`config.mk`:
```
export PLATFORM = sky130hd
export DESIGN_NAME = simcomp_core
export DESIGN_NICKNAME = d
export VERILOG_FILES = /design/src/rtl/simcomp_pkg.sv /design/src/rtl/simcomp_regfile.sv /design/src/rtl/simcomp_core.sv
export SDC_FILE = /design/constraint.sdc
export NUM_CORES = 1
export LEC_CHECK = 0
export CORE_MARGIN = 2
export CORE_UTILIZATION = 35
export DETAILED_ROUTE_END_ITERATION = 10
export HOLD_SLACK_MARGIN = 0.05
export PLACE_DENSITY = 0.54
export SLEW_MARGIN = 25
export SYNTH_ARGS = -nofsm -noshare
export SYNTH_HDL_FRONTEND = slang
export SYNTH_SLANG_ARGS = --single-unit
```
`constraint.sdc`:
```
create_clock -name clk -period 8.8 [get_ports clk]
set_clock_uncertainty 0.05 [all_clocks]
set_input_delay 2.2 -clock clk [delete_from_list [all_inputs] [get_ports clk]]
set_output_delay 2.2 -clock clk [all_outputs]
set_load 0.03 [all_outputs]
```
`src/rtl/simcomp_pkg.sv`:
```
// Shared opcodes, FSM state encoding and instruction field positions for the
// simcomp multi-cycle teaching CPU.
package simcomp_pkg;

    localparam logic [3:0] OP_NOP   = 4'h0;
    localparam logic [3:0] OP_ADD   = 4'h3;
    localparam logic [3:0] OP_SUB   = 4'h6;
    localparam logic [3:0] OP_LOAD  = 4'h7;
    localparam logic [3:0] OP_STORE = 4'hB;
    localparam logic [3:0] OP_JMP   = 4'h8;
    localparam logic [3:0] OP_JZ    = 4'h9;
    localparam logic [3:0] OP_HALT  = 4'hF;

    localparam int OPC_MSB = 15;
    localparam int OPC_LSB = 12;
    localparam int SEL_LSB = 8;

    typedef enum logic [2:0] {
        S_IDLE,
        S_FETCH,
        S_DECODE,
        S_OPFETCH,
        S_EXEC,
        S_HALTED
    } state_t;

    function automatic logic is_memop(input logic [3:0] op);
        return (op == OP_ADD) || (op == OP_SUB) || (op == OP_LOAD) || (op == OP_STORE);
    endfunction

endpackage

```
`src/rtl/simcomp_regfile.sv`:
```
// NREGS x DATA_W register file: one synchronous write port, two async read
// ports (operand select and debug), cleared by async reset.
module simcomp_regfile #(
    parameter int DATA_W = 16,
    parameter int NREGS  = 4,
    localparam int RSW   = $clog2(NREGS)
) (
    input  logic              clk,
    input  logic              rst_n,
    input  logic              we,
    input  logic [RSW-1:0]    wsel,
    input  logic [DATA_W-1:0] wdata,
    input  logic [RSW-1:0]    rsel,
    output logic [DATA_W-1:0] rdata,
    input  logic [RSW-1:0]    dsel,
    output logic [DATA_W-1:0] ddata
);

    logic [NREGS-1:0][DATA_W-1:0] r;

    always_ff @(posedge clk or negedge rst_n) begin
        if (!rst_n)  r <= '0;
        else if (we) r[wsel] <= wdata;
    end

    assign rdata = r[rsel];
    assign ddata = r[dsel];

endmodule

```
`src/rtl/simcomp_core.sv`:
```
// Multi-cycle single-issue CPU: FETCH/DECODE/OPFETCH/EXEC over a unified
// async-read memory, with program-load and debug ports.
module simcomp_core
    import simcomp_pkg::*;
#(
    parameter int DATA_W   = 16,
    parameter int DEPTH    = 64,
    parameter int NREGS    = 4,
    parameter int RESET_PC = 10,
    localparam int AW      = $clog2(DEPTH),
    localparam int RSW     = $clog2(NREGS)
) (
    input  logic              clk,
    input  logic              rst_n,
    input  logic              run,
    input  logic              prog_we,
    input  logic [AW-1:0]     prog_addr,
    input  logic [DATA_W-1:0] prog_wdata,
    output logic [DATA_W-1:0] dbg_rdata,
    input  logic [RSW-1:0]    dbg_rsel,
    output logic [DATA_W-1:0] dbg_rval,
    output logic [AW-1:0]     PC,
    output logic [DATA_W-1:0] IR,
    output logic [DATA_W-1:0] MBR,
    output logic [AW-1:0]     MAR,
    output logic              halted,
    output logic              illegal
);

    logic [DATA_W-1:0] mem [DEPTH];
    state_t            state;

    logic [3:0]        op;
    logic [AW-1:0]     addr;
    logic [RSW-1:0]    sel;
    logic [DATA_W-1:0] rval;
    logic [AW-1:0]     npc;
    logic              rf_we;
    logic [DATA_W-1:0] rf_wdata;

    assign op        = IR[OPC_MSB:OPC_LSB];
    assign addr      = IR[AW-1:0];
    assign sel       = IR[SEL_LSB +: RSW];
    assign dbg_rdata = mem[prog_addr];

    // Next PC at a control-flow boundary leaving DECODE
    assign npc = ((op == OP_JMP) || (op == OP_JZ && rval == '0)) ? addr : PC;

    assign rf_we = (state == S_EXEC) &&
                   (op == OP_ADD || op == OP_SUB || op == OP_LOAD);

    always_comb begin
        rf_wdata = MBR;
        case (op)
            OP_ADD:  rf_wdata = rval + MBR;
            OP_SUB:  rf_wdata = rval - MBR;
            default: rf_wdata = MBR;
        endcase
    end

    simcomp_regfile #(.DATA_W(DATA_W), .NREGS(NREGS)) u_rf (
        .clk   (clk),
        .rst_n (rst_n),
        .we    (rf_we),
        .wsel  (sel),
        .wdata (rf_wdata),
        .rsel  (sel),
        .rdata (rval),
        .dsel  (dbg_rsel),
        .ddata (dbg_rval)
    );

    // Program writes are state-gated, so they never coincide with a STORE
    always_ff @(posedge clk) begin
        if (state == S_EXEC && op == OP_STORE)
            mem[MAR] <= MBR;
        else if (prog_we && (state == S_IDLE || state == S_HALTED))
            mem[prog_addr] <= prog_wdata;
    end

    always_ff @(posedge clk or negedge rst_n) begin
        if (!rst_n) begin
            state   <= S_IDLE;
            PC      <= AW'(RESET_PC);
            MAR     <= AW'(RESET_PC);
            IR      <= '0;
            MBR     <= '0;
            halted  <= 1'b0;
            illegal <= 1'b0;
        end else begin
            case (state)
                S_IDLE: if (run) begin
                    state <= S_FETCH;
                    MAR   <= PC;
                end
                S_FETCH: begin
                    IR    <= mem[MAR];
                    PC    <= PC + 1'b1;
                    state <= S_DECODE;
                end
                S_DECODE: begin
                    MAR <= addr;
                    if (is_memop(op)) begin
                        state <= S_OPFETCH;
                    end else if (op == OP_NOP || op == OP_JMP || op == OP_JZ) begin
                        PC    <= npc;
                        state <= run ? S_FETCH : S_IDLE;
                        if (run) MAR <= npc;
                    end else begin
                        illegal <= illegal | (op != OP_HALT);
                        halted  <= 1'b1;
                        state   <= S_HALTED;
                    end
                end
                S_OPFETCH: begin
                    MBR   <= (op == OP_STORE) ? rval : mem[MAR];
                    state <= S_EXEC;
                end
                S_EXEC: begin
                    state <= run ? S_FETCH : S_IDLE;
                    if (run) MAR <= PC;
                end
                S_HALTED: state <= S_HALTED;
                default:  state <= S_IDLE;
            endcase
        end
    end

endmodule
```
Word-level counts from Yosys, hierarchy flattened
Memories as Yosys holds them, arrays and structs flattened.
Index checks and enable logic that the tools add are counted.
Word-level totals
  bits in registers: 113
  RAM bits: 1024
  input port bits: 28
  output and inout port bits: 78
  memories: 1
Memory list
  mem: words 64, bits a word 16, read ports 2, clocked after Yosys merged registers in 0, write ports 1, line simcomp_core.sv:30  | logic [DATA_W-1:0] mem [DEPTH];
Cells by class
  add/subtract/negate cells: 3
  magnitude comparators: 3
  equality and inequality tests: 16
  multiplexer cells: 31
  bitwise gates (word level): 3
  reductions and logical operators: 22
Operator list (count)
  2-to-1 mux 16 bit: 5
  binary-select mux 16 bit (select 2 bit): 2
  bitwise mux 64 bit: 1
  2-to-1 mux 6 bit: 8
  demux 16 bit (select 2 bit): 1
  one-hot mux 16 bit (2 select lines): 1
  one-hot mux 6 bit (2 select lines): 2
  one-hot mux 3 bit (6 select lines): 1
  adder 16 bit: 1
  logical NOT 16 bit: 1
  OR reduction 16 bit: 1
  subtractor 16 bit: 1
  == test 4 bit (second input constant): 3
  2-to-1 mux 3 bit: 3
  == test 4 x 3 -> 1 bit (second input constant): 2
  logical OR 1 bit: 7
  2-to-1 mux 1 bit: 7
  adder 6 x 1 -> 6 bit (second input constant): 1
  == test 3 x 2 -> 1 bit (second input constant): 2
  == test 3 bit (second input constant): 2
  < comparator 2 x 3 -> 1 bit (second input constant): 2
  inequality test 2 bit (second input constant): 3
  AND reduction 3 bit: 2
  logical AND 1 bit: 5
  other kinds (12): 14

Longest topological paths before layout
  depth after elaboration: 10
  depth in mapped cells: 15
  gate-level depth less buffers: 14

By module
A second synthesis with hierarchy kept.
Second synthesis, totals
  cells, all modules: 2779
  area total of the unflattened synthesis: 53935.5 µm²
Modules (own cells, without submodules)
  simcomp_core: times used 1, cells each 2603, area each 50761.2 µm²
  simcomp_regfile: times used 1, cells each 176, area each 3174.3 µm²

Worst setup path after synthesis
Ideal clock, no wire load.
  path kind: input -> output
  from: input prog_addr[0]
  to: output dbg_rdata[0]
  data arrival time: 4.804 ns
  required time: 6.550 ns
  slack: 1.746 ns
  cell stages on the path: 6
  path buffers: 3
  path through: clkbuf_1 -> buf_2 -> buf_1 -> mux4_2 -> mux4_2 -> mux4_2
Between the ends
  longest elaborated chain between the ends: 1
RTL lines
  start, declared: line simcomp_core.sv:17  | input logic [AW-1:0] prog_addr,
  memory read (64 x 16 bit)
  end, declared: line simcomp_core.sv:19  | output logic [DATA_W-1:0] dbg_rdata,
Every way passes these cells.

Worst setup path in the final report
  from: input prog_addr[0]
  to: output dbg_rdata[13]
Same word-level chain as after synthesis.

==> metrics.txt <==
# TYPE chip_impl_metric gauge
chip_impl_metric{name="fmax",unit="GHz"} 0.1263
chip_impl_metric{name="data_arrival_critical_path",unit="ps"} 5670
chip_impl_metric{name="critical_path_required",unit="ps"} 6550
chip_impl_metric{name="design.final.nets",unit=""} 2869
chip_impl_metric{name="floorplan.core_area",unit="um2"} 153500
chip_impl_metric{name="slowest_delay",unit="ps"} 630
chip_impl_metric{name="num_io_pins",unit=""} 106
chip_impl_metric{name="post_dp_cell_area",unit="um2"} 57970
chip_impl_info{name="most_numerous_cell_in_the_yosys_netlist",value="edfxtp_1"} 1
chip_impl_metric{name="hold-worst-slack",unit="ps"} 409.1
chip_impl_metric{name="number_of_endpoints_failing_setup_at_the_final_stage",unit=""} 0
chip_impl_metric{name="drv_cap",unit=""} 0
chip_impl_metric{name="post-route-period-util",unit="%"} 89.99
chip_impl_metric{name="synthesis_to_layout_area_growth",unit="%"} 14.86
chip_impl_metric{name="routed-via-count",unit=""} 30090
chip_impl_info{name="worst_setup_path_endpoint",value="dbg_rdata[13]"} 1
chip_impl_metric{name="r2r_cells",unit=""} 8
chip_impl_metric{name="grt.total_usage",unit="%"} 21.23
chip_impl_metric{name="finalWorstPathRequiredPeriod",unit="ps"} 7919
chip_impl_info{name="critical_path.endpoint_type",value="output pin"} 1
chip_impl_metric{name="die_x",unit="um"} 396.5
chip_impl_metric{name="cts-buffers-inserted",unit=""} 119
chip_impl_info{name="synth_top_cells_by_count",value="edfxtp_1 (1024), mux4_2 (681), clkbuf_1 (135)"} 1
chip_impl_info{name="cts.root.buffer_cell",value="clkbuf_16"} 1
chip_impl_metric{name="clk_transition_reported_paths",unit="ps"} 60
chip_impl_metric{name="grt_remaining_overflow",unit=""} 0
chip_impl_metric{name="power_leakage",unit="uW"} 0.01940
chip_impl_metric{name="initial_core_util",unit="%"} 35.12
chip_impl_metric{name="path_max_fanout",unit=""} 59
chip_impl_info{name="r2r_start",value="MAR[1]$_DFFE_PN1P_"} 1
chip_impl_info{name="regToRegEndpoint",value="MBR[15]$_DFFE_PN0P_"} 1
chip_impl_metric{name="routabilityCongestion",unit=""} 0.8417
chip_impl_metric{name="remaining_drc_errors",unit=""} 0
chip_impl_metric{name="design.die.area",unit="um2"} 157200
chip_impl_metric{name="grt_first_pass_wirelength",unit="um"} 236000
chip_impl_metric{name="floorplan.die.height",unit="um"} 396.5
chip_impl_metric{name="ys_seq_area_share",unit="%"} 62.30
chip_impl_metric{name="drt_pass1_iterations",unit=""} 8
chip_impl_metric{name="proportion_of_netlist_area_held_by_the_largest_area_contributor",unit="%"} 57.04
chip_impl_metric{name="grt_max_degree",unit=""} 116
chip_impl_info{name="synth_top_cells_by_area",value="edfxtp_1 (57%), mux4_2 (28%), dfrtp_1 (5.1%), o21ai_0 (1.0%), clkbuf_1 (0.94%)"} 1
chip_impl_metric{name="async_reset_ff_share",unit="%"} 9.938
chip_impl_metric{name="clk_path_buf_depth",unit=""} 3
chip_impl_metric{name="ir_worst_vdd",unit="mV"} 0.2427
chip_impl_metric{name="slew_viol_final",unit=""} 0
chip_impl_metric{name="max_slew_margin",unit="%"} 24.79
chip_impl_metric{name="power.density_cell_area",unit="nW/um2"} 306.4
chip_impl_metric{name="vias_per_cell",unit=""} 6.056
chip_impl_metric{name="synth-warning-count",unit=""} 0
chip_impl_metric{name="postSynthRegisterBits",unit=""} 1137
chip_impl_info{name="critical_path.top_delay_family",value="multiplexers"} 1
chip_impl_metric{name="post_route_cells_drive_above_1_share",unit="%"} 36.05
chip_impl_metric{name="grt_antenna_before_repair",unit=""} 11
chip_impl_metric{name="drtIter0Drc",unit=""} 3599
chip_impl_metric{name="worstSkewPairLatency",unit="ps"} 740
chip_impl_info{name="critical_path.slowest_cell",value="clkdlybuf4s50_1"} 1
chip_impl_info{name="setup.worst_path.class",value="input port to output pin"} 1
chip_impl_metric{name="vias_in_the_first_global_route",unit=""} 30690
chip_impl_metric{name="reg2reg_setup_slack",unit="ps"} 4180
chip_impl_metric{name="worst-path-stages",unit=""} 6
chip_impl_metric{name="postLayoutCoreUtil",unit="%"} 40.34
chip_impl_metric{name="cts_htree_levels",unit=""} 3
chip_impl_metric{name="post_dr_wirelength_cell",unit="um"} 33.60
chip_impl_metric{name="finalHoldViolCount",unit=""} 0
chip_impl_info{name="synth_ff_type",value="edfxtp_1"} 1
chip_impl_metric{name="worst_pin_slew",unit="ps"} 1128
chip_impl_metric{name="ys_types",unit=""} 63
chip_impl_metric{name="fin_tns_setup",unit="ps"} 0
chip_impl_metric{name="dp_hpwl",unit="um"} 101700
chip_impl_metric{name="synthesis.area",unit="um2"} 53910
chip_impl_metric{name="path_buf_inv",unit=""} 3
chip_impl_metric{name="post_synth_inst_count",unit=""} 2722
chip_impl_metric{name="syn_area_per_cell",unit="um2"} 19.80
chip_impl_metric{name="syn_nets",unit=""} 2768
chip_impl_metric{name="clock-sinks",unit=""} 1137
chip_impl_metric{name="detail_route.wirelength",unit="um"} 166900
chip_impl_metric{name="holdBufCountCts",unit=""} 0
chip_impl_info{name="status",value="finished clean"} 1
chip_impl_info{name="grt_setup_unrepaired",value="no"} 1
chip_impl_info{name="cp_cell_sequence",value="buf_8, buf_4, mux4_2, mux4_2, mux4_2, clkdlybuf4s50_1"} 1
chip_impl_info{name="crit_path_start_kind",value="input port"} 1
chip_impl_metric{name="portBuffers",unit=""} 105
chip_impl_metric{name="layout.cell_area.non_filler",unit="um2"} 61920
chip_impl_info{name="cell_occurring_most_often_along_the_worst_timing_path",value="mux4_2"} 1
chip_impl_info{name="worst_hold_path_type",value="flip-flop to flip-flop"} 1
chip_impl_metric{name="synth-edff-count",unit=""} 1024
chip_impl_metric{name="placementRows",unit=""} 144
chip_impl_info{name="clock_tree_from_tritoncts",value="done"} 1
chip_impl_metric{name="remaining_antenna_violation_count_after_routing",unit=""} 0
chip_impl_metric{name="cts_repair_resize_count",unit=""} 0
chip_impl_info{name="crit_path_start",value="prog_addr[0]"} 1
chip_impl_info{name="synth_largest_area_cell",value="edfxtp_1"} 1
chip_impl_metric{name="cts_setup_buffers",unit=""} 0
==> worst min path at each step <==
stage | slack (ps) | cells past startpoint | end | from
2_1_floorplan | 410 | 2 | u_rf.r[36]$_DFFE_PN0P_ | u_rf.r[36]$_DFFE_PN0P_
3_3_place_gp | 400 | 1 | halted$_DFFE_PN0P_ | halted$_DFFE_PN0P_
3_5_place_dp | 400 | 1 | halted$_DFFE_PN0P_ | halted$_DFFE_PN0P_
4_1_cts | 410 | 1 | halted$_DFFE_PN0P_ | halted$_DFFE_PN0P_
5_1_grt | 440 | 1 | halted$_DFFE_PN0P_ | halted$_DFFE_PN0P_
6_report | 410 | 1 | halted$_DFFE_PN0P_ | halted$_DFFE_PN0P_
==> logic make-up after synthesis <==
group | count (synthesis) | synth area share [%]
fa+ha+maj | 18 | 0.4317
buf+inv | 225 | 1.683
xor+xnor | 23 | 0.3737
mux | 721 | 29.46
flops | 1137 | 62.30
compound gates | 266 | 3.015
simple gates | 332 | 2.746
==> cells in the final DEF, fill, tap and decap left out, drive strengths merged, types with 5 or more instances in the layout <==
cell type,instances
nand2b,13
nand2,115
nor2b,11
edfxtp,1024
clkinv,47
o21ai,114
mux2,22
ha,17
and2,7
bufinv,14
xor2,12
a31oi,8
nor3,15
a21o,6
mux2i,11
xnor2,11
mux4,688
o21a,7
a22o,16
nor2,126
nand3,8
clkbuf,151
or2,6
nor4,5
buf,89
o31ai,7
clkdlybuf4s50,100
inv,19
dfrtp,109
a221oi,16
or4,5
nand3b,5
a21oi,63
==> sequential cells by signal (all words and copies together), names as in the netlist <==
register / count
IR: 16
MAR: 6
MBR: 16
PC: 6
halted: 1
illegal: 1
mem: 1024
state: 3
u_rf.r: 64
==> metrics by stage <==
| stage | total power (uW) | instances | worst slack (ps) |
|---|---|---|---|
| final | 18970 | 4968 | 881.0 |
| after global routing | 19690 | 4965 | 760.8 |
| after detailed placement | 14010 | 4745 | 859.8 |
| after global placement | 13840 | 4744 | 891.8 |
| after floorplan | 11370 | 2722 | 1746 |
| after CTS | 19100 | 4964 | 859.2 |
==> metal layers <==
layer | track usage [%] | vias to the layer above | share of wire (%)
met5 | 0 | - | 0.046
met4 | 6.043 | 10 | 3.2
met3 | 4.420 | 268 | 8.0
met2 | 34.02 | 1435 | 48
met1 | 29.36 | 16430 | 41
li1 | - | 11940 | -
==> worst register-to-register path, cell delays in order, from the launching register on <==
cell and delay [ps]:
dfstp_4 950, buf_4 550, buf_4 640, mux4_2 480, mux4_2 550, a221oi_1 950, nor2_1 90, a21oi_1 140
o21ai_0 80
==> cell type report <==
class	instances	area, um2
diodes	3	7.507
clock buffers	151	3189
clock inverters	68	733.2
fillers	13540	91590
inverters	16	62.56
multi-input cells	1360	19900
flip-flops and latches	1137	33600
well taps	2044	2557
repair buffers	189	1874
==> where the power goes <==
| part | switching (uW) | internal, uW | total [uW] |
|---|---|---|---|
| clock | 2130 | 2960 | 5090 |
| sequential | 428 | 6930 | 7360 |
| combinational | 4020 | 2500 | 6520 |
Power figures use the tool's default switching activity.
